--- src/rtl/keypad_pkg.sv ---
// Shared keypad types and constants.
// Used by the scanner, its bench and the key event queue.
package keypad_pkg;

  localparam int KEY_CODE_W = 4;

  typedef logic [KEY_CODE_W-1:0] key_code_t;

  typedef enum logic [1:0] {
    IDLE,
    HELD,
    RELEASE
  } press_state_t;

  localparam key_code_t KEY_0    = 4'h0;
  localparam key_code_t KEY_9    = 4'h9;
  localparam key_code_t KEY_A    = 4'hA;
  localparam key_code_t KEY_STAR = 4'hE;
  localparam key_code_t KEY_HASH = 4'hF;

endpackage

--- src/rtl/key_event_fifo_if.sv ---
// Key input plus queue drain handshake bundle.
// The master side is the scanner/consumer; the slave side is the queue.
interface key_event_fifo_if #(
  parameter int DEPTH = 8
);
  import keypad_pkg::*;

  logic                     key_valid;
  key_code_t                key_code;
  logic                     out_ready;
  logic                     clear_ovf;
  logic                     out_valid;
  key_code_t                out_code;
  logic [$clog2(DEPTH):0]   count;
  logic                     key_active;
  logic                     overflow;

  modport master (
    output key_valid, key_code,
    output out_ready, clear_ovf,
    input  out_valid, out_code,
    input  count, key_active, overflow
  );

  modport slave (
    input  key_valid, key_code,
    input  out_ready, clear_ovf,
    output out_valid, out_code,
    output count, key_active, overflow
  );

endinterface

--- src/rtl/key_fifo.sv ---
// Show-ahead synchronous FIFO with a separate occupancy count.
// A push into a full FIFO only lands when a pop frees a slot the same cycle.
module key_fifo #(
  parameter int DEPTH = 8,
  parameter int W     = 4
) (
  input  logic                   clock,
  input  logic                   reset,
  input  logic                   push,
  input  logic [W-1:0]           wdata,
  input  logic                   pop,
  output logic [W-1:0]           rdata,
  output logic                   full,
  output logic                   empty,
  output logic [$clog2(DEPTH):0] count
);

  localparam int AW  = $clog2(DEPTH);
  localparam int CNW = AW + 1;

  logic [W-1:0]  mem [DEPTH];
  logic [AW-1:0] wptr;
  logic [AW-1:0] rptr;
  logic          do_push;
  logic          do_pop;

  assign full    = (count == CNW'(DEPTH));
  assign empty   = (count == '0);
  assign do_pop  = pop && !empty;
  assign do_push = push && (!full || do_pop);
  assign rdata   = mem[rptr];

  always_ff @(posedge clock or posedge reset) begin
    if (reset) begin
      wptr  <= '0;
      rptr  <= '0;
      count <= '0;
      for (int i = 0; i < DEPTH; i++) begin
        mem[i] <= '0;
      end
    end else begin
      if (do_push) begin
        mem[wptr] <= wdata;
        wptr      <= wptr + AW'(1);
      end
      if (do_pop) begin
        rptr <= rptr + AW'(1);
      end
      unique case ({do_push, do_pop})
        2'b10:   count <= count + CNW'(1);
        2'b01:   count <= count - CNW'(1);
        default: count <= count;
      endcase
    end
  end

endmodule

--- src/rtl/key_event_fifo.sv ---
// One queue entry per physical key press, with release filtering
// against hold and bounce, drained by a ready/valid consumer.
module key_event_fifo
  import keypad_pkg::*;
#(
  parameter int DEPTH          = 8,
  parameter int RELEASE_CYCLES = 4
) (
  input logic             clock,
  input logic             reset,
  key_event_fifo_if.slave bus
);

  localparam int CW   = $clog2(RELEASE_CYCLES) + 1;
  // The low edge leaving HELD already counts toward the release window.
  localparam int LAST = (RELEASE_CYCLES > 2) ? RELEASE_CYCLES - 2 : 0;

  press_state_t state;
  logic [CW-1:0] rel_cnt;
  logic          push;
  logic          full;
  logic          empty;
  logic          dropped;
  key_code_t     head;

  assign push    = (state == IDLE) && bus.key_valid;
  assign dropped = push && full && !bus.out_ready;

  key_fifo #(
    .DEPTH (DEPTH),
    .W     (KEY_CODE_W)
  ) u_fifo (
    .clock (clock),
    .reset (reset),
    .push  (push),
    .wdata (bus.key_code),
    .pop   (bus.out_ready),
    .rdata (head),
    .full  (full),
    .empty (empty),
    .count (bus.count)
  );

  assign bus.out_valid = !empty;
  assign bus.out_code  = head;

  always_ff @(posedge clock or posedge reset) begin
    if (reset) begin
      state          <= IDLE;
      rel_cnt        <= '0;
      bus.key_active <= 1'b0;
      bus.overflow   <= 1'b0;
    end else begin
      if (dropped) begin
        bus.overflow <= 1'b1;
      end else if (bus.clear_ovf) begin
        bus.overflow <= 1'b0;
      end
      unique case (state)
        IDLE: begin
          if (bus.key_valid) begin
            state          <= HELD;
            bus.key_active <= 1'b1;
          end
        end
        HELD: begin
          if (!bus.key_valid) begin
            state   <= RELEASE;
            rel_cnt <= '0;
          end
        end
        RELEASE: begin
          if (bus.key_valid) begin
            state   <= HELD;
            rel_cnt <= '0;
          end else if (rel_cnt == CW'(LAST)) begin
            state          <= IDLE;
            rel_cnt        <= '0;
            bus.key_active <= 1'b0;
          end else begin
            rel_cnt <= rel_cnt + CW'(1);
          end
        end
        default: begin
          state          <= IDLE;
          rel_cnt        <= '0;
          bus.key_active <= 1'b0;
        end
      endcase
    end
  end

endmodule

--- src/flat_wrapper.sv ---
// flat-port wrapper written by rule: the top's interface ports become plain ports
module key_event_fifo_flat import keypad_pkg::*;
#(
  parameter int DEPTH          = 8,
  parameter int RELEASE_CYCLES = 4
)
  (clock, reset, bus_key_valid, bus_key_code, bus_out_ready, bus_clear_ovf, bus_out_valid, bus_out_code, bus_count, bus_key_active, bus_overflow);
  key_event_fifo_if #(.DEPTH(DEPTH)) bus_i ();
  input logic clock;
  input logic reset;
  input wire logic [$bits(bus_i.key_valid)-1:0] bus_key_valid;
  input wire logic [$bits(bus_i.key_code)-1:0] bus_key_code;
  input wire logic [$bits(bus_i.out_ready)-1:0] bus_out_ready;
  input wire logic [$bits(bus_i.clear_ovf)-1:0] bus_clear_ovf;
  output wire logic [$bits(bus_i.out_valid)-1:0] bus_out_valid;
  output wire logic [$bits(bus_i.out_code)-1:0] bus_out_code;
  output wire logic [$bits(bus_i.count)-1:0] bus_count;
  output wire logic [$bits(bus_i.key_active)-1:0] bus_key_active;
  output wire logic [$bits(bus_i.overflow)-1:0] bus_overflow;
  assign bus_i.key_valid = bus_key_valid;
  assign bus_i.key_code = bus_key_code;
  assign bus_i.out_ready = bus_out_ready;
  assign bus_i.clear_ovf = bus_clear_ovf;
  assign bus_out_valid = bus_i.out_valid;
  assign bus_out_code = bus_i.out_code;
  assign bus_count = bus_i.count;
  assign bus_key_active = bus_i.key_active;
  assign bus_overflow = bus_i.overflow;
  key_event_fifo #(.DEPTH(DEPTH), .RELEASE_CYCLES(RELEASE_CYCLES)) u_core (.clock(clock), .reset(reset), .bus(bus_i));
endmodule
--- config.mk ---
export PLATFORM = sky130hd
export DESIGN_NAME = key_event_fifo_flat
export DESIGN_NICKNAME = d
export VERILOG_FILES = /design/src/rtl/keypad_pkg.sv /design/src/rtl/key_event_fifo_if.sv /design/src/rtl/key_fifo.sv /design/src/rtl/key_event_fifo.sv /design/src/flat_wrapper.sv
export SDC_FILE = /design/constraint.sdc
export NUM_CORES = 1
export LEC_CHECK = 0
export CORE_UTILIZATION = 62
export CTS_CLUSTER_SIZE = 24
export DETAILED_ROUTE_END_ITERATION = 8
export PLACE_DENSITY_LB_ADDON = 0.3
export SLEW_MARGIN = 20
export SYNTH_ARGS = -nofsm -noshare
export SYNTH_HDL_FRONTEND = slang
export SYNTH_HIERARCHICAL = 1
export SYNTH_SLANG_ARGS = --single-unit
--- constraint.sdc ---
create_clock -name clock -period 5.6 [get_ports clock]
set_clock_uncertainty 0.15 [all_clocks]
set_input_delay 0.56 -clock clock [delete_from_list [all_inputs] [get_ports clock]]
set_output_delay 0.56 -clock clock [all_outputs]
set_load 0.1 [all_outputs]
; Yosys cells after proc, flatten, opt, wreduce, memory -nomap -nowiden
; Index checks and enable logic that the tools add are counted.
[totals]
register_bits = 49
inputBits = 9
output_inout_bits = 11
elab_cells = 77
[op_classes]
add_sub_neg = 5
n_lt_le_gt_ge = 3
eq_ne = 11
n_mux = 22
bitwise_logic = 4
reduce_logical = 17
[ops]
columns = op, n
row1 = $bwmux W32, 1
row2 = $bmux W4 S3, 1
row3 = $demux W4 S3, 1
row4 = $mux W4, 3
row5 = $add A3 B1 Y3 const B, 3
row6 = $mux W3, 3
row7 = $pmux W3 S3, 1
row8 = $ge A4 B4 Y1 const B, 2
row9 = $mux W2, 4
row10 = $not A3 Y4, 2
row11 = $pmux W4 S2, 1
row12 = $logic_and A1 B1 Y1, 6
row13 = $ne A2 B2 Y1 const B, 3
row14 = $pmux W2 S3, 1
row15 = $mux W1, 5
row16 = $add A4 B1 Y4 const B, 1
row17 = $eq A2 B1 Y1 const B, 2
row18 = $eq A2 B2 Y1 const B, 2
row19 = $eq A4 B4 Y1 const B, 1
row20 = $logic_not A4 Y1, 1
row21 = $lt A4 B1 Y1 const B, 1
row22 = $reduce_and A4 Y1, 1
row23 = $reduce_bool A2 Y1, 2
row24 = $sub A4 B1 Y4 const B, 1
row25 = 10 further kinds, 13

; Depth between registers and ports, before layout
; Gate-level depths: netlist of the first run.
[logic_depth]
word_depth = 7
ltp_mapped = 9
mapped_depth_nobuf = 7

; Hierarchy
; The synthesis of the first run kept the hierarchy.
[by_module_without_submodules]
columns = mod, instances, cells_per_inst, area_per_inst_um2, seq_area_each_um2
row1 = key_fifo, 1, 149, 2223.4, 1051.0
row2 = key_event_fifo, 1, 36, 346.6, 175.2

; Least setup slack after synthesis of the first run
; No wires, ideal clock.
[synth_path]
path_kind = reg-to-reg
startpoint = reg u_core.u_fifo.count[3]
endpoint = reg u_core.u_fifo.count[3]
setup_time_ns = 0.134
t_arrival_ns = 3.145
required_ns = 5.316
path_slack_ns = 2.172
path_stages_with_launch = 9
n_path_buf = 1
synth_period_minus_slack_ns = 3.428
path_cell_list = dfrtp_1 > or4b_4 > buf_6 > o21ai_2 > ha_1 > ha_1 > or4b_1 > o311ai_0 > o211ai_1
[synth_between]
elab_chain_len = 7
elab_cells_between_ends = 13
cone_classes = add/sub (2) / eq/ne (3) / mux (1) / reduce/logical (7)
[synth_rtl]
columns = element, line_no
row1 = from (decl), key_fifo.sv:15  ; output logic [$clog2(DEPTH):0] count
row2 = from (signal assigned), key_fifo.sv:50  ; 2'b10: count <= count + CNW'(1);
row3 = from (signal assigned), key_fifo.sv:51  ; 2'b01: count <= count - CNW'(1);
row4 = from (signal assigned), key_fifo.sv:52  ; default: count <= count;
row5 = $logic_not A4 Y1, key_fifo.sv:28  ; assign empty = (count == '0);
row6 = $logic_not A1 Y1, key_fifo.sv:29  ; assign do_pop = pop && !empty;
row7 = $logic_and A1 B1 Y1, key_fifo.sv:29
row8 = $logic_or A1 B1 Y1, key_fifo.sv:30  ; assign do_push = push && (!full || do_pop);
row9 = $logic_and A1 B1 Y1, key_fifo.sv:30
row10 = $eq A2 B1 Y1 or $eq A2 B2 Y1 (tied branches), key_fifo.sv:49  ; unique case ({do_push, do_pop})
row11 = $pmux W4 S2 or $reduce_bool A2 Y1 (tied branches), --
; Several ways; a longest one is shown, not always the timed one.
; A chain may end at the register's enable or synchronous reset.

; Worst setup path in the final report of the first run
[layout_path]
startpoint = reg u_core.u_fifo.rptr[0]
endpoint = out bus_out_code[0]
[layout_between]
elab_chain_len = 4
[layout_rtl]
columns = element, line_no
row1 = from (decl), key_fifo.sv:23  ; logic [AW-1:0] rptr;
row2 = from (signal assigned), key_fifo.sv:47  ; rptr <= rptr + AW'(1);
row3 = $not A3 Y4 (not written as such), key_fifo.sv:31  ; assign rdata = mem[rptr];
row4 = $bmux W4 S3, key_fifo.sv:31
row5 = $mux W4 (not written as such) (2 in series), key_fifo.sv:31
row6 = to (decl), flat_wrapper.sv:16  ; output wire logic [$bits(bus_i.out_code)-1:0] bus_out_code;
; Every way passes these cells. The select of a mux whose other input is x is not followed.

==> results of run 1 <==
[synthesized netlist by cell type, types with 2 or more instances]
cell,number
nor2_1,2
nor2b_1,2
mux2_1,33
buf_2,2
mux2i_1,2
buf_6,2
o2111ai_4,4
o211ai_1,3
nand3_1,4
a21oi_1,4
o211ai_4,3
mux2_2,5
clkbuf_1,2
xnor2_1,5
nand2_1,7
ha_1,5
o21ai_1,4
mux4_2,8
inv_1,14
nor3b_1,2
dfrtp_1,49
[area by class of cell]
cell class / instances / share of cell area (%)
multi-input combinational: 116 / 42.8
sequential: 49 / 41.9
timing repair buffer: 20 / 6.76
clock buffer: 5 / 2.35
clock inverter: 3 / 2.23
tap: 50 / 2.14
inverter: 14 / 1.80
[placed cells by master, fill, tap and decap left out, types with 2 or more instances in the layout]
cell type,synthesis,routed
a21oi_1,4,4
bufinv_16,0,2
clkbuf_8,0,5
clkdlybuf4s50_1,0,19
dfrtp_1,49,49
ha_1,5,5
inv_1,14,14
mux2_1,33,33
mux2_2,5,5
mux2i_1,2,2
mux4_2,8,8
nand2_1,7,7
nand3_1,4,4
nor2_1,2,2
nor2b_1,2,2
nor3b_1,2,2
o2111ai_4,4,4
o211ai_1,3,3
o211ai_4,3,3
o21ai_1,4,4
xnor2_1,5,5
[worst paths after layout]
kind / from / to / slack [ns] / depth (start not counted)
hold reg to reg: u_core/u_fifo/mem[15]$_DFFE_PP0P_ / u_core/u_fifo/mem[15]$_DFFE_PP0P_ / 0.34 / 1
setup / recovery: u_core/u_fifo/rptr[0]$_DFFE_PP0P_ / bus_out_code[0] / 1.95 / 3
min in group asynchronous: reset / u_core/bus.overflow$_DFFE_PP0P_ / 0.35 / 2
hold / removal: u_core/u_fifo/mem[15]$_DFFE_PP0P_ / u_core/u_fifo/mem[15]$_DFFE_PP0P_ / 0.34 / 1
max in group asynchronous: reset / u_core/u_fifo/mem[31]$_DFFE_PP0P_ / 4.37 / 3
setup reg to reg: u_core/u_fifo/count[0]$_DFFE_PP0P_ / u_core/u_fifo/count[3]$_DFFE_PP0P_ / 2.32 / 7
[stage by stage]
stage / util, % / std cells / hold slack, ns
2_1_floorplan: - / 185 / 0.213
4_1_cts: 73.1 / 257 / 0.350
6_report: 73.1 / 257 / 0.344
3_3_place_gp: 69.8 / 249 / 0.318
5_1_grt: 73.1 / 257 / 0.358
3_5_place_dp: 69.8 / 249 / 0.330
[cell families (layout without fill, tap and decap cells)]
kind of cell               after synthesis  after routing  share of synthesized area, %
muxes                                   48             48                          24.4
xor gates and xnor gates                 6              6                          2.04
adders and majority gates                6              6                          3.21
buffers and inverters                   20             42                          3.60
DFF                                     49             49                          47.7
and+or+nand+nor                         28             28                          6.82
AOI/OAI and AO/OA                       28             28                          12.2
[metal layers]
layer	routed length, um	up-vias	GRT usage [%]	share of wire, %
li1	-	730	-	-
met5	0	-	0	0
met3	204	10	5.86	3.9
met4	103	0	10.9	2.0
met1	2090	824	33.6	40
met2	2840	41	48.3	54
[state kept, by name, summed over array words and instances, names as in the netlist]
register,flops
u_core/u_fifo/mem,32
u_core/u_fifo/count,4
u_core/rel_cnt,3
u_core/u_fifo/rptr,3
u_core/u_fifo/wptr,3
u_core/state,2
u_core/bus.key_active,1
u_core/bus.overflow,1
==> impl_metrics.toml, run 1 <==
[critical_path]
arrival_ns = 2.94
crit_chain = "mux4_2 -> mux2_2 -> clkdlybuf4s50_1"
critical_path_class = "reg2out"
cp_slowest_cell = "clkdlybuf4s50_1"
cp-end-kind = "output port"
start_kind = "register"
crit_buf_inv = 1
path_max_fanout = 10
max_stage_delay_ns = 0.98
worst_ep_required_time_ns = 4.89
path_delay_family = "buffers and inverters"

[synth]
synth_edf_count = 0
yosysTopAreaCellShare_pct = 47.7
yosys_most_used_dff = "dfrtp_1"
syn-num-nets = 200
yosysTopAreaCell = "dfrtp_1"
ys_types = 44
seq_area_frac_synth_pct = 47.7
avgSynthCellArea_um2 = 13.9
synth.area.top_cells = "dfrtp_1 (48%), mux2_1 (14%), mux4_2 (7.0%)"
synth_seq_cells = 49
syn_inst = 185
netlist_area_um2 = 2570
synthArstFlopShare_pct = 100
yosys_warnings = 6

[placed_design]
port_buffers = 19
dp_hpwl_um = 3750
placed_cell_area_um2 = 2790
pre_cts_ws_ns = 1.79
gp_congestion = 0.782

[clocking]
clkLatencyLatePin_ns = 0.31
cts_buffers = 5
cts-htree-levels = 2
cts_setup_buffers = 0
cts.reportedPaths.clkPinSlew_ns = 0.09
cts_tree = "yes"
clock_sinks = 49
root_buffer = "clkbuf_8"
cts_hold_buf = 0
cts-resized-gates = 0
cts_buffer_depth = 2

[layout]
area_growth_pct = 13.8
num_antenna_cells = 0
fill_cells = 260
drive_above_1_share_pct = 16.4
multi_input_area_um2 = 1250
fin_area_um2 = 2920
seqCellArea_um2 = 1230
final_nets = 221

[floorplan]
die_h_um = 66.4
die_x_um = 66.4
initial_core_util_pct = 64.2
core_um2 = 4000
num_rows = 23
ios = 20
die_area_um2 = 4410

[global_routing]
grt_max_degree = 43
antenna_found_initial = 0
grt_pass1_vias = 1718
grt_overflow_total = 0
grt_pass1_wl_um = 8580
track_usage_pct = 27.8

[run]
drv_cap = 0

[detailed_routing]
routedWlPerCell_um = 20.4
ant_nets = 0
first_pass_iters = 4
vias = 1605
via_per_inst = 6.25
drt_iter0_drc = 98
wirelength_um = 5230
drc = 0

[status]
outcome = "finished, final reports clean"

[sta]
worstMarginPinSlew_ns = 0.972
period_share_pct = 65.1
fmax_mhz = 274
min_period_ns = 3.65
slew_viol_final = 0
finalHoldViolations = 0
finalSetupTns_ns = 0
setup_ws_ns = 1.95
finalSetupViolCount = 0
slew_headroom_pct = 35.0
rsz0062_at_grt = "false"

[hold_path]
hold_path_class = "reg2reg"
Power of run 1 is left out: the tool's default activity adds up to more than one toggle a clock period on the data nets, which glitch-free logic cannot reach.
==> run 2: changes to the inputs <==
Settings changed: CORE_UTILIZATION 62 to 52.
Clock period 5.6 ns to 3.1 ns, I/O delays scaled along.
==> run 2 against run 1 <==
Effect of this change: register-to-register slack got worse by 2.0 ns; die area increased by 19%; final area increased by 2.1%; critical path type is now reg2reg; highest routed layer unchanged.
==> impl_metrics.toml, run 2 (same netlist as run 1, synthesis figures left out) <==
[status]
outcome = "finished, final reports clean"

[critical_path]
crit_chain = "o41ai_1 -> inv_1 -> ha_4 -> ha_1 -> or4b_1 -> o311ai_0 -> o211ai_1"
max_stage_delay_ns = 0.53
worst_ep_required_time_ns = 3.13
cp-end-kind = "register"
critical_path_class = "reg2reg"
path_delay_family = "compound AO/OA/AOI/OAI gates"
crit_buf_inv = 1
arrival_ns = 2.84
start_kind = "register"
cp_slowest_cell = "dfrtp_4"
path_max_fanout = 9

[sta]
slew_viol_final = 0
finalSetupTns_ns = 0
period_share_pct = 90.8
fmax_mhz = 355
slew_headroom_pct = 58.0
rsz0062_at_grt = "false"
setup_ws_ns = 0.285
finalSetupViolCount = 0
min_period_ns = 2.81
finalHoldViolations = 0
worstMarginPinSlew_ns = 0.629

[floorplan]
initial_core_util_pct = 54.1
core_um2 = 4750
ios = 20
die_area_um2 = 5230
die_h_um = 72.3
num_rows = 25
die_x_um = 72.3

[layout]
final_cell_mix = "dfrtp_1 (45), mux2_1 (33), buf_4 (17)"
num_antenna_cells = 0
area_growth_pct = 16.2
fin_area_um2 = 2990
top_register = "u_core/u_fifo/mem"
final_nets = 226
largest_reg_flops = 32
drive_above_1_share_pct = 25.9
reg_top3 = "u_core/u_fifo/mem x32, u_core/u_fifo/count x4"
stdcell_count = 279
layout_commonest_cell = "dfrtp_1"

[detailed_routing]
drc = 0
wirelength_um = 4890
ant_nets = 0
routedWlPerCell_um = 17.5
via_per_inst = 5.76
first_pass_iters = 4
drt_iter0_drc = 67
vias = 1606

[clocking]
root_buffer = "clkbuf_8"
cts.reportedPaths.clkPinSlew_ns = 0.09
clock_sinks = 49
cts_buffers = 5
cts-resized-gates = 0
cts_setup_buffers = 0
clkLatencyLatePin_ns = 0.30
cts_tree = "yes"
cts_buffer_depth = 2
cts_hold_buf = 0
cts-htree-levels = 2

[global_routing]
grt_pass1_wl_um = 8140
grt_overflow_total = 0
grt_use_met1_pct = 25.9
grt_max_degree = 43
track_usage_pct = 20.8
grt_use_met3_pct = 4.31
grt_busiest_layer = "met2"
met2_usage_pct = 37.6
antenna_found_initial = 0
grt_pass1_vias = 1659

[placed_design]
dp_cells = 271
placed_cell_area_um2 = 2850
port_buffers = 19
pre_cts_ws_ns = 0.307
dp_hpwl_um = 3540
gp_congestion = 0.909

[run]
drv_cap = 0

[hold_path]
hold_path_class = "in2async"
[run 2: worst reg2reg max path, stage by stage (launching register included)]
cell	delay [ns]
dfrtp_4	0.53
o41ai_1	0.49
inv_1	0.19
ha_4	0.24
ha_1	0.35
or4b_1	0.51
o311ai_0	0.12
o211ai_1	0.12
[run 2: metal layers]
metal	share of wire (%)	vias to the layer above	wire length, um
li1	-	738	-
met3	3.5	6	173
met2	55	32	2670
met4	0.74	0	36
met5	0	-	0
met1	41	830	2010
[run 2: per-stage QoR]
step | hold slack, ns | util [%]
finish | 0.111 | 62.8
global route | 0.173 | 62.8
CTS | 0.111 | 62.8
detailed placement | 0.330 | 59.9
global placement | 0.318 | 59.9
floorplan | -0.0366 | -
[run 2: final cells by class]
class / instances / area [um2]
tap: 67 / 83.8
sequential: 49 / 1230
clock buffer: 5 / 68.8
inverter: 14 / 52.6
fill: 380 / 1770
clock inverter: 3 / 68.8
timing repair buffer: 25 / 208
multi-input combinational: 116 / 1270
[run 2: path summary, 6_finish.rpt]
path | startpoint | endpoint | slack [ns] | cells past startpoint
worst max-delay path | u_core/u_fifo/count[0]$_DFFE_PP0P_ | u_core/u_fifo/count[3]$_DFFE_PP0P_ | 0.29 | 7
max in group asynchronous | reset | u_core/u_fifo/count[0]$_DFFE_PP0P_ | 2.08 | 3
worst max register to register | u_core/u_fifo/count[0]$_DFFE_PP0P_ | u_core/u_fifo/count[3]$_DFFE_PP0P_ | 0.29 | 7
worst min-delay path | reset | u_core/bus.key_active$_DFFE_PP0P_ | 0.11 | 2
worst min register to register | u_core/u_fifo/mem[4]$_DFFE_PP0P_ | u_core/u_fifo/mem[4]$_DFFE_PP0P_ | 0.35 | 1
min in group clock | u_core/u_fifo/mem[4]$_DFFE_PP0P_ | u_core/u_fifo/mem[4]$_DFFE_PP0P_ | 0.35 | 1
Power of run 2 is left out for the same reason.
